[config.mk]
export PLATFORM = sky130hd
export DESIGN_NAME = mult_div_unit
export DESIGN_NICKNAME = d
export VERILOG_FILES = /design/src/rtl/mdu_pkg.sv /design/src/rtl/mdu_core.sv /design/src/rtl/mult_div_unit.sv
export SDC_FILE = /design/constraint.sdc
export NUM_CORES = 1
export LEC_CHECK = 0
export CORE_MARGIN = 2
export CORE_UTILIZATION = 45
export CTS_CLUSTER_SIZE = 12
export DETAILED_ROUTE_END_ITERATION = 8
export GPL_TIMING_DRIVEN = 0
export PLACE_DENSITY = 0.73
export SLEW_MARGIN = 25
export SYNTH_ARGS = -nofsm -noshare
export SYNTH_HDL_FRONTEND = slang
export SYNTH_SLANG_ARGS = --single-unit
[constraint.sdc]
create_clock -name clk -period 8.2 [get_ports clk]
set_clock_uncertainty 0.1 [all_clocks]
set_input_delay 2.05 -clock clk [delete_from_list [all_inputs] [get_ports clk]]
set_output_delay 2.05 -clock clk [all_outputs]
set_load 0.01 [all_outputs]
[src/rtl/mdu_pkg.sv]
// =============================================================================
// Module      : mdu_pkg
// Description : Shared encodings, FSM states and constants for mult_div_unit.
// Revision    : 1.0 - initial release
// =============================================================================
`default_nettype none

package mdu_pkg;

    localparam logic [1:0] MDU_MULT  = 2'b00;
    localparam logic [1:0] MDU_MULTU = 2'b01;
    localparam logic [1:0] MDU_DIV   = 2'b10;
    localparam logic [1:0] MDU_DIVU  = 2'b11;

    localparam int          MDU_ITER    = 32;
    localparam logic [31:0] MDU_DIVZ_LO = 32'hFFFF_FFFF;

    typedef enum logic [1:0] {
        IDLE = 2'd0,
        RUN  = 2'd1,
        FIX  = 2'd2,
        DONE = 2'd3
    } mdu_state_t;

    function automatic logic op_is_div(input logic [1:0] op);
        return op[1];
    endfunction

endpackage

`default_nettype wire

[src/rtl/mdu_core.sv]
// =============================================================================
// Module      : mdu_core
// Description : Iterative shift-add multiplier / restoring divider with sign fix.
//               Divider datapath present only when MDU_DIV_EN is defined.
// Revision    : 1.0 - initial release
// =============================================================================
`default_nettype none

module mdu_core
    import mdu_pkg::*;
(
    input  logic        clk,
    input  logic        rst_n,
    input  logic        i_load,
    input  logic        i_step,
    input  logic [1:0]  i_op,
    input  logic [31:0] i_opa,
    input  logic [31:0] i_opb,
    output logic [31:0] o_hi,
    output logic [31:0] o_lo
);

    logic [63:0] r_acc;
    logic [31:0] r_opnd;
    logic        r_neg_lo;

    logic        w_signed;
    logic        w_a_neg;
    logic        w_b_neg;
    logic [31:0] w_a_mag;
    logic [31:0] w_b_mag;
    logic [32:0] w_sum;
    logic [63:0] w_prod_fix;

`ifdef MDU_DIV_EN
    logic        r_is_div;
    logic        r_neg_hi;
    logic        r_divz;
    logic        w_ge;
    logic [31:0] w_diff;

    assign w_signed = (i_op == MDU_MULT) || (i_op == MDU_DIV);
    // Remainder stays below the divisor, so a 32-bit difference is exact when w_ge.
    assign w_ge     = r_acc[63:31] >= {1'b0, r_opnd};
    assign w_diff   = r_acc[62:31] - r_opnd;
`else
    assign w_signed = (i_op == MDU_MULT);
`endif

    assign w_a_neg    = w_signed & i_opa[31];
    assign w_b_neg    = w_signed & i_opb[31];
    assign w_a_mag    = w_a_neg ? (32'd0 - i_opa) : i_opa;
    assign w_b_mag    = w_b_neg ? (32'd0 - i_opb) : i_opb;
    assign w_sum      = {1'b0, r_acc[63:32]} + (r_acc[0] ? {1'b0, r_opnd} : 33'd0);
    assign w_prod_fix = r_neg_lo ? (64'd0 - r_acc) : r_acc;

    always_ff @(posedge clk or negedge rst_n) begin
        if (!rst_n) begin
            r_acc    <= '0;
            r_opnd   <= '0;
            r_neg_lo <= 1'b0;
`ifdef MDU_DIV_EN
            r_is_div <= 1'b0;
            r_neg_hi <= 1'b0;
            r_divz   <= 1'b0;
`endif
        end else if (i_load) begin
            r_neg_lo <= w_a_neg ^ w_b_neg;
`ifdef MDU_DIV_EN
            r_is_div <= op_is_div(i_op);
            r_neg_hi <= op_is_div(i_op) ? w_a_neg : (w_a_neg ^ w_b_neg);
            r_divz   <= op_is_div(i_op) && (i_opb == 32'd0);
            r_acc    <= {32'd0, op_is_div(i_op) ? w_a_mag : w_b_mag};
            r_opnd   <= op_is_div(i_op) ? w_b_mag : w_a_mag;
`else
            r_acc    <= {32'd0, w_b_mag};
            r_opnd   <= w_a_mag;
`endif
        end else if (i_step) begin
`ifdef MDU_DIV_EN
            if (r_is_div)
                r_acc <= w_ge ? {w_diff, r_acc[30:0], 1'b1} : {r_acc[62:0], 1'b0};
            else
                r_acc <= {w_sum, r_acc[31:1]};
`else
            r_acc <= {w_sum, r_acc[31:1]};
`endif
        end
    end

    always_comb begin
        {o_hi, o_lo} = w_prod_fix;
`ifdef MDU_DIV_EN
        if (r_is_div) begin
            o_lo = r_divz   ? MDU_DIVZ_LO :
                   r_neg_lo ? (32'd0 - r_acc[31:0]) : r_acc[31:0];
            o_hi = r_neg_hi ? (32'd0 - r_acc[63:32]) : r_acc[63:32];
        end
`endif
    end

endmodule

`default_nettype wire

[src/rtl/mult_div_unit.sv]
// =============================================================================
// Module      : mult_div_unit
// Description : MIPS HI/LO multiply/divide unit: FSM, counter, HI/LO, MTHI/MTLO.
//               Define MDU_DIV_EN to include the divider.
// Revision    : 1.0 - initial release
// =============================================================================
`default_nettype none

module mult_div_unit
    import mdu_pkg::*;
#(
    parameter int ITER = MDU_ITER
) (
    input  logic        clk,
    input  logic        rst_n,
    input  logic        Start,
    input  logic [1:0]  Op,
    input  logic [31:0] OpA,
    input  logic [31:0] OpB,
    input  logic        WriteHi,
    input  logic        WriteLo,
    input  logic [31:0] WriteData,
    output logic        Busy,
    output logic        Done,
    output logic [31:0] Hi,
    output logic [31:0] Lo
);

    localparam logic [5:0] c_last = 6'(ITER - 1);

    mdu_state_t  r_state;
    mdu_state_t  w_state_nxt;
    logic [5:0]  r_cnt;
    logic [31:0] r_hi;
    logic [31:0] r_lo;
    logic [31:0] w_core_hi;
    logic [31:0] w_core_lo;
    logic        w_accept;
    logic        w_load;

    assign w_accept = Start && ((r_state == IDLE) || (r_state == DONE));
`ifdef MDU_DIV_EN
    assign w_load   = w_accept;
`else
    assign w_load   = w_accept && !op_is_div(Op);
`endif

    assign Busy = (r_state == RUN) || (r_state == FIX);
    assign Done = (r_state == DONE);
    assign Hi   = r_hi;
    assign Lo   = r_lo;

    mdu_core u_core (
        .clk    (clk),
        .rst_n  (rst_n),
        .i_load (w_load),
        .i_step (r_state == RUN),
        .i_op   (Op),
        .i_opa  (OpA),
        .i_opb  (OpB),
        .o_hi   (w_core_hi),
        .o_lo   (w_core_lo)
    );

    always_ff @(posedge clk or negedge rst_n) begin
        if (!rst_n)
            r_state <= IDLE;
        else
            r_state <= w_state_nxt;
    end

    always_comb begin
        w_state_nxt = r_state;
        case (r_state)
            IDLE, DONE: begin
                if (Start) begin
`ifdef MDU_DIV_EN
                    w_state_nxt = RUN;
`else
                    // Without a divider, DIV/DIVU just acknowledge with a Done pulse.
                    w_state_nxt = op_is_div(Op) ? DONE : RUN;
`endif
                end else begin
                    w_state_nxt = IDLE;
                end
            end
            RUN:     if (r_cnt == c_last) w_state_nxt = FIX;
            FIX:     w_state_nxt = DONE;
            default: w_state_nxt = IDLE;
        endcase
    end

    always_ff @(posedge clk or negedge rst_n) begin
        if (!rst_n)
            r_cnt <= '0;
        else if (w_accept)
            r_cnt <= '0;
        else if ((r_state == RUN) && (r_cnt != c_last))
            r_cnt <= r_cnt + 6'd1;
    end

    // A sampled Start takes priority over MTHI/MTLO in the same cycle.
    always_ff @(posedge clk or negedge rst_n) begin
        if (!rst_n) begin
            r_hi <= '0;
            r_lo <= '0;
        end else if (r_state == FIX) begin
            r_hi <= w_core_hi;
            r_lo <= w_core_lo;
        end else if (!Busy && !Start) begin
            if (WriteHi) r_hi <= WriteData;
            if (WriteLo) r_lo <= WriteData;
        end
    end

endmodule

`default_nettype wire

### Yosys cells after proc, flatten, opt, wreduce, memory -nomap -nowiden

Index checks and enable logic that the tools add are counted.

| word-level totals | value |
|---|---|
| input port bits | 103 |
| output and inout port bits | 66 |
| flip-flop bits (word level) | 169 |
| word-level logic and storage cells | 58 |

| cells by class | value |
|---|---|
| bitwise gates (word level) | 3 |
| eq/ne operators | 6 |
| reduce and logical (&&, ||, !) cells | 19 |
| mux-type cells | 18 |
| add/subtract/negate cells | 5 |

Operator list:

| kind | number |
|---|---|
| two-way mux 32 bit | 9 |
| two-way mux 64 bit | 3 |
| subtractor 1 x 32 -> 32 bit, first input constant | 2 |
| subtractor 1 x 64 -> 64 bit, first input constant | 1 |
| adder 32 x 33 -> 33 bit | 1 |
| two-way mux 6 bit | 2 |
| nonzero test 2 bit | 5 |
| adder 6 x 1 -> 6 bit, second input constant | 1 |
| == test 6 x 5 -> 1 bit, second input constant | 1 |
| two-way mux 2 bit | 3 |
| inequality test 6 x 5 -> 1 bit, second input constant | 1 |
| one-hot mux 2 bit (3 select lines) | 1 |
| == test 2 bit, second input constant | 2 |
| logical AND 1 bit | 4 |
| zero test 2 bit | 2 |
| AND reduction 2 bit | 2 |
| zero test 1 bit | 3 |
| bitwise AND 1 bit | 2 |
| == test 2 x 1 -> 1 bit, second input constant | 1 |
| logical OR 1 bit | 2 |
| inequality test 2 bit, second input constant | 1 |
| OR reduction 2 bit | 1 |
| XOR 1 bit | 1 |

### Longest topological paths before layout

| depth | value |
|---|---|
| depth in word-level cells | 6 |
| depth in mapped cells | 12 |
| gate-level depth less buffers | 10 |

### Modules after synthesis

Synthesis repeated with hierarchy kept, for this count alone.

| second synthesis, totals | value |
|---|---|
| cell total of the unflattened synthesis | 1384 |
| area total of the unflattened synthesis | 12081.6 µm² |

By module, submodules not included:

| module | instances | cells each | sequential area each (µm²) | area each (µm²) |
|---|---|---|---|---|
| mdu_core | 1 | 1054 | 2427.3 | 8642.0 |
| mult_div_unit | 1 | 330 | 1801.7 | 3439.5 |

### Worst setup path after synthesis

Ideal clock, no wire load.

| timing | value |
|---|---|
| path kind | in2reg |
| from | in OpA[18] |
| to | reg u_core.r_opnd[29] |
| arrival time | 4.007 ns |
| slack | 3.964 ns |
| library setup time | 0.129 ns |
| buffers on the path | 0 |
| data required time | 7.971 ns |
| stages on the path | 7 |
| path through | or3_4 -> nor4_1 -> or4b_1 -> or3_1 -> o41ai_2 -> xor2_1 -> o21ai_1 |

| between the ends | value |
|---|---|
| longest elaborated chain between the ends | 2 |

Ends and longest elaborated chain:

| item | line | source |
|---|---|---|
| from (decl) | mult_div_unit.sv:18 | `input logic [31:0] OpA,` |
| subtractor 1 x 32 -> 32 bit | mdu_core.sv:52 | `assign w_a_mag = w_a_neg ? (32'd0 - i_opa) : i_opa;` |
| two-way mux 32 bit | mdu_core.sv:52 |  |
| to (signal assigned) | mdu_core.sv:77 | `r_opnd <= w_a_mag;` |
| to (decl) | mdu_core.sv:24 | `logic [31:0] r_opnd;` |

Every way passes these cells.
A chain may end at the register's enable or synchronous reset.

### Final worst setup path

| timing | value |
|---|---|
| from | in OpB[5] |
| to | reg u_core.r_acc[26] |

| between the ends | value |
|---|---|
| longest elaborated chain between the ends | 3 |

Ends and longest elaborated chain:

| item | line | source |
|---|---|---|
| from (decl) | mult_div_unit.sv:19 | `input logic [31:0] OpB,` |
| subtractor 1 x 32 -> 32 bit | mdu_core.sv:53 | `assign w_b_mag = w_b_neg ? (32'd0 - i_opb) : i_opb;` |
| two-way mux 32 bit | mdu_core.sv:53 |  |
| two-way mux 64 bit | mdu_core.sv:67 | `end else if (i_load) begin` |
| to (signal assigned) | mdu_core.sv:76 | `r_acc <= {32'd0, w_b_mag};` |
| to (signal assigned) | mdu_core.sv:86 | `r_acc <= {w_sum, r_acc[31:1]};` |
| to (decl) | mdu_core.sv:23 | `logic [63:0] r_acc;` |

Every way passes these cells.

==> flow_metrics.py <==
metrics = {
    "floorplan": {
        "rows": 59,
        "chipWidth_um": 167,
        "die_area_um2": 27700,
        "dieHeight_um": 167,
        "io-pin-count": 169,
        "coreArea_um2": 26000,
        "initial_core_util": 0.457,
    },
    "placement": {
        "place.gp.congestion": 0.928,
        "hpwl_um": 29300,
        "io_buffers": 168,
    },
    "finish": {
        "nets": 1727,
        "area_delta_synth_final_pct": 23.0,
        "final_cell_mix": "dfrtp_1, clkdlybuf4s50_1, nand2_1",
        "final_util": 0.563,
        "final_layout_size_suffix_gt1_frac": 0.0601,
        "antenna_cells": 0,
        "nFillCells": 2368,
        "final_common_cell": "dfrtp_1",
    },
    "setup_path": {
        "cp_num_buf_inv": 1,
        "reg2reg_slack_ns": 3.56,
        "critPathRequiredTime_ns": 8.40,
        "critical_path_peak_fanout": 5,
        "slowest_delay_ns": 0.87,
        "worstPathArrival_ns": 4.93,
        "crit_type": "in -> reg",
        "crit_path_start_kind": "input pin",
        "end_kind": "flip-flop",
        "crit_family": "simple AND/OR/NAND/NOR gates",
        "worst_path_max_delay_cell": "nor4_1",
        "crit_path_cell_trace": "clkdlybuf4s50_1 -> or4_1 -> or3_1 -> nor4_1 -> a31oi_1 -> xnor2_1 -> a21oi_1",
    },
    "route": {
        "vias_per_cell": 5.80,
        "routed-via-count": 11200,
        "drt-total-wl_um": 36900,
        "drt_iter0_markers": 893,
        "drc": 0,
        "dr.pass1.iters": 7,
        "wl_per_cell_um": 19.1,
        "postRouteAntennaNets": 0,
    },
    "synthesis": {
        "synth-edff-count": 0,
        "ys_warn_count": 0,
        "synthAdderAreaFrac": 0.0427,
        "synthXorXnorAreaFrac": 0.104,
        "synth_nets": 1538,
        "synth_top_family_by_area": "compound AO/OA/AOI/OAI gates",
        "syn_area_per_cell_um2": 8.52,
        "seq_area_frac_synth": 0.356,
        "muxShareOfSynthArea": 0.0804,
        "ys_async_sr_fraction": 1.00,
        "yosysUniqueCellTypes": 63,
        "syn_inst": 1395,
        "ys.flop_type": "dfrtp_1",
        "synth_seq_cells": 169,
        "synth-simple-area-share": 0.189,
        "synthesis.area_um2": 11900,
        "synth_compound_area_frac": 0.195,
    },
    "timing": {
        "slew_violations": 0,
        "finalCritPeriodShare": 0.576,
        "finalHoldViolCount": 0,
        "period_needed_ns": 4.73,
        "rsz0062_at_grt": "false",
        "setup_violations": 0,
        "worst_slew_pin_slew_ns": 0.998,
        "setup-tns-final_ns": 0,
        "slew_headroom": 0.328,
        "fmax_ghz": 0.212,
    },
    "global_route": {
        "antenna_found_initial": 0,
        "track_usage": 0.261,
        "grt-ovfl-total": 0,
        "grt_max_degree": 72,
        "grt_pass1_vias": 10500,
        "grt_pass1_wl_um": 57700,
    },
    "clock_network": {
        "clk_latency_ns": 0.44,
        "postCtsHoldBufs": 0,
        "cts-resized-gates": 0,
        "cts_tree": "done",
        "h-tree-depth": 4,
        "post_cts_buffers": 0,
        "cts.sinks": 169,
        "cts.path.max_buffers": 2,
        "clkTransAtPathRegs_ns": 0.07,
        "cts.root.buffer_cell": "clkbuf_16",
        "numCtsBuffers": 17,
    },
    "hold_path": {
        "hold_path.class": "reg -> reg",
    },
    "power_and_ir_drop": {
        "powerDensity_nw_per_um2": 369,
        "p_leak_nw": 5.94,
        "peakVddDrop_v": 0.000182,
    },
    "outcome": {
        "status": "finished clean",
    },
    "job": {
        "maxCapViolations": 0,
    },
}
==> per-layer routing <==
| metal | vias to the layer above | GRT usage | share of wire |
|---|---|---|---|
| met1 | 5348 | 0.368 | 0.45 |
| li1 | 5357 | - | - |
| met5 | - | 0 | 0 |
| met3 | 51 | 0.0359 | 0.073 |
| met4 | 0 | 0.0637 | 0.018 |
| met2 | 453 | 0.425 | 0.46 |
==> path summary, 6_finish.rpt <==
path / start / end / cells after the start
worst max-delay path: OpB[5] / u_core.r_acc[26] / 7
worst min register to register: u_core.r_opnd[5] / u_core.r_opnd[5] / 2
worst max register to register: u_core.r_acc[0] / u_core.r_acc[59] / 12
worst min-delay path: u_core.r_opnd[5] / u_core.r_opnd[5] / 2
min in group asynchronous: rst_n / Lo[18] / 1
max in group asynchronous: rst_n / u_core.r_acc[14] / 2
==> synth_stat cells (4+ instances only) <==
master / instances / area share
o21bai_1: 9 / 0.0057
or3_1: 25 / 0.013
mux2_2: 44 / 0.042
ha_1: 39 / 0.041
nand2_1: 158 / 0.050
xor2_1: 77 / 0.057
nor2b_1: 19 / 0.010
o22ai_1: 7 / 0.0037
a31oi_1: 12 / 0.0063
mux2i_1: 46 / 0.039
o31ai_1: 29 / 0.018
nand3b_1: 4 / 0.0025
clkbuf_1: 68 / 0.021
nor4_1: 11 / 0.0058
nand2b_1: 10 / 0.0053
a21oi_1: 123 / 0.052
and2_1: 38 / 0.020
a21o_1: 7 / 0.0044
xnor2_1: 64 / 0.047
nand3_1: 17 / 0.0072
nor3_1: 21 / 0.0088
a211oi_1: 21 / 0.013
nand4_1: 13 / 0.0068
o21a_1: 8 / 0.0051
o41ai_1: 15 / 0.011
inv_1: 19 / 0.0060
a41oi_1: 4 / 0.0029
buf_1: 10 / 0.0032
o21ai_0: 135 / 0.057
a211o_1: 5 / 0.0037
or4_1: 9 / 0.0057
dfrtp_1: 169 / 0.36
nor2_1: 114 / 0.036
==> metrics by stage <==
step	hold WS, ns	power (W)	area, um^2	instances	setup slack, ns
final	0.376	0.00539	14600	1932	3.47
after global routing	0.406	0.00577	14600	1932	3.29
after CTS	0.378	0.00536	14600	1932	3.49
after detailed placement	0.363	0.00456	14000	1900	3.06
after global placement	0.354	0.00449	14000	1898	-1.87
after floorplan	0.330	0.00342	11900	1395	3.96
==> registers in the layout, summed over array words and instances, names as in the netlist <==
signal / count
r_state: 2
Hi: 32
u_core.r_acc: 64
r_cnt: 6
Lo: 32
u_core.r_opnd: 32
u_core.r_neg_lo: 1
==> report_power, final <==
group / internal (W) / switching, W
Sequential: 0.00123 / 0.000421
Clock: 0.000407 / 0.000395
Combinational: 0.00128 / 0.00166
==> worst min-delay path: stages (launching register included) <==
cell     delay (ns)
dfrtp_1        0.34
nand2_1        0.04
o21ai_0        0.06
==> cell families after synthesis <==
logic type      count (synthesis)
xor+xnor                      141
fa+ha+maj                      40
buf+inv                       101
compound gates                391
mux                            90
simple gates                  463
flops                         169
==> layout make-up <==
| type | count | area, um^2 | share of cell area |
|---|---|---|---|
| Buffer | 81 | 308 | 0.0210 |
| Clock buffer | 17 | 425 | 0.0291 |
| Clock inverter | 15 | 151 | 0.0104 |
| Inverter | 20 | 75.1 | 0.00513 |
| Multi-Input combinational cell | 1125 | 7270 | 0.497 |
| Sequential cell | 169 | 4230 | 0.289 |
| Tap cell | 335 | 419 | 0.0287 |
| Timing Repair Buffer | 170 | 1740 | 0.119 |
(Power assumes the default switching activity.)
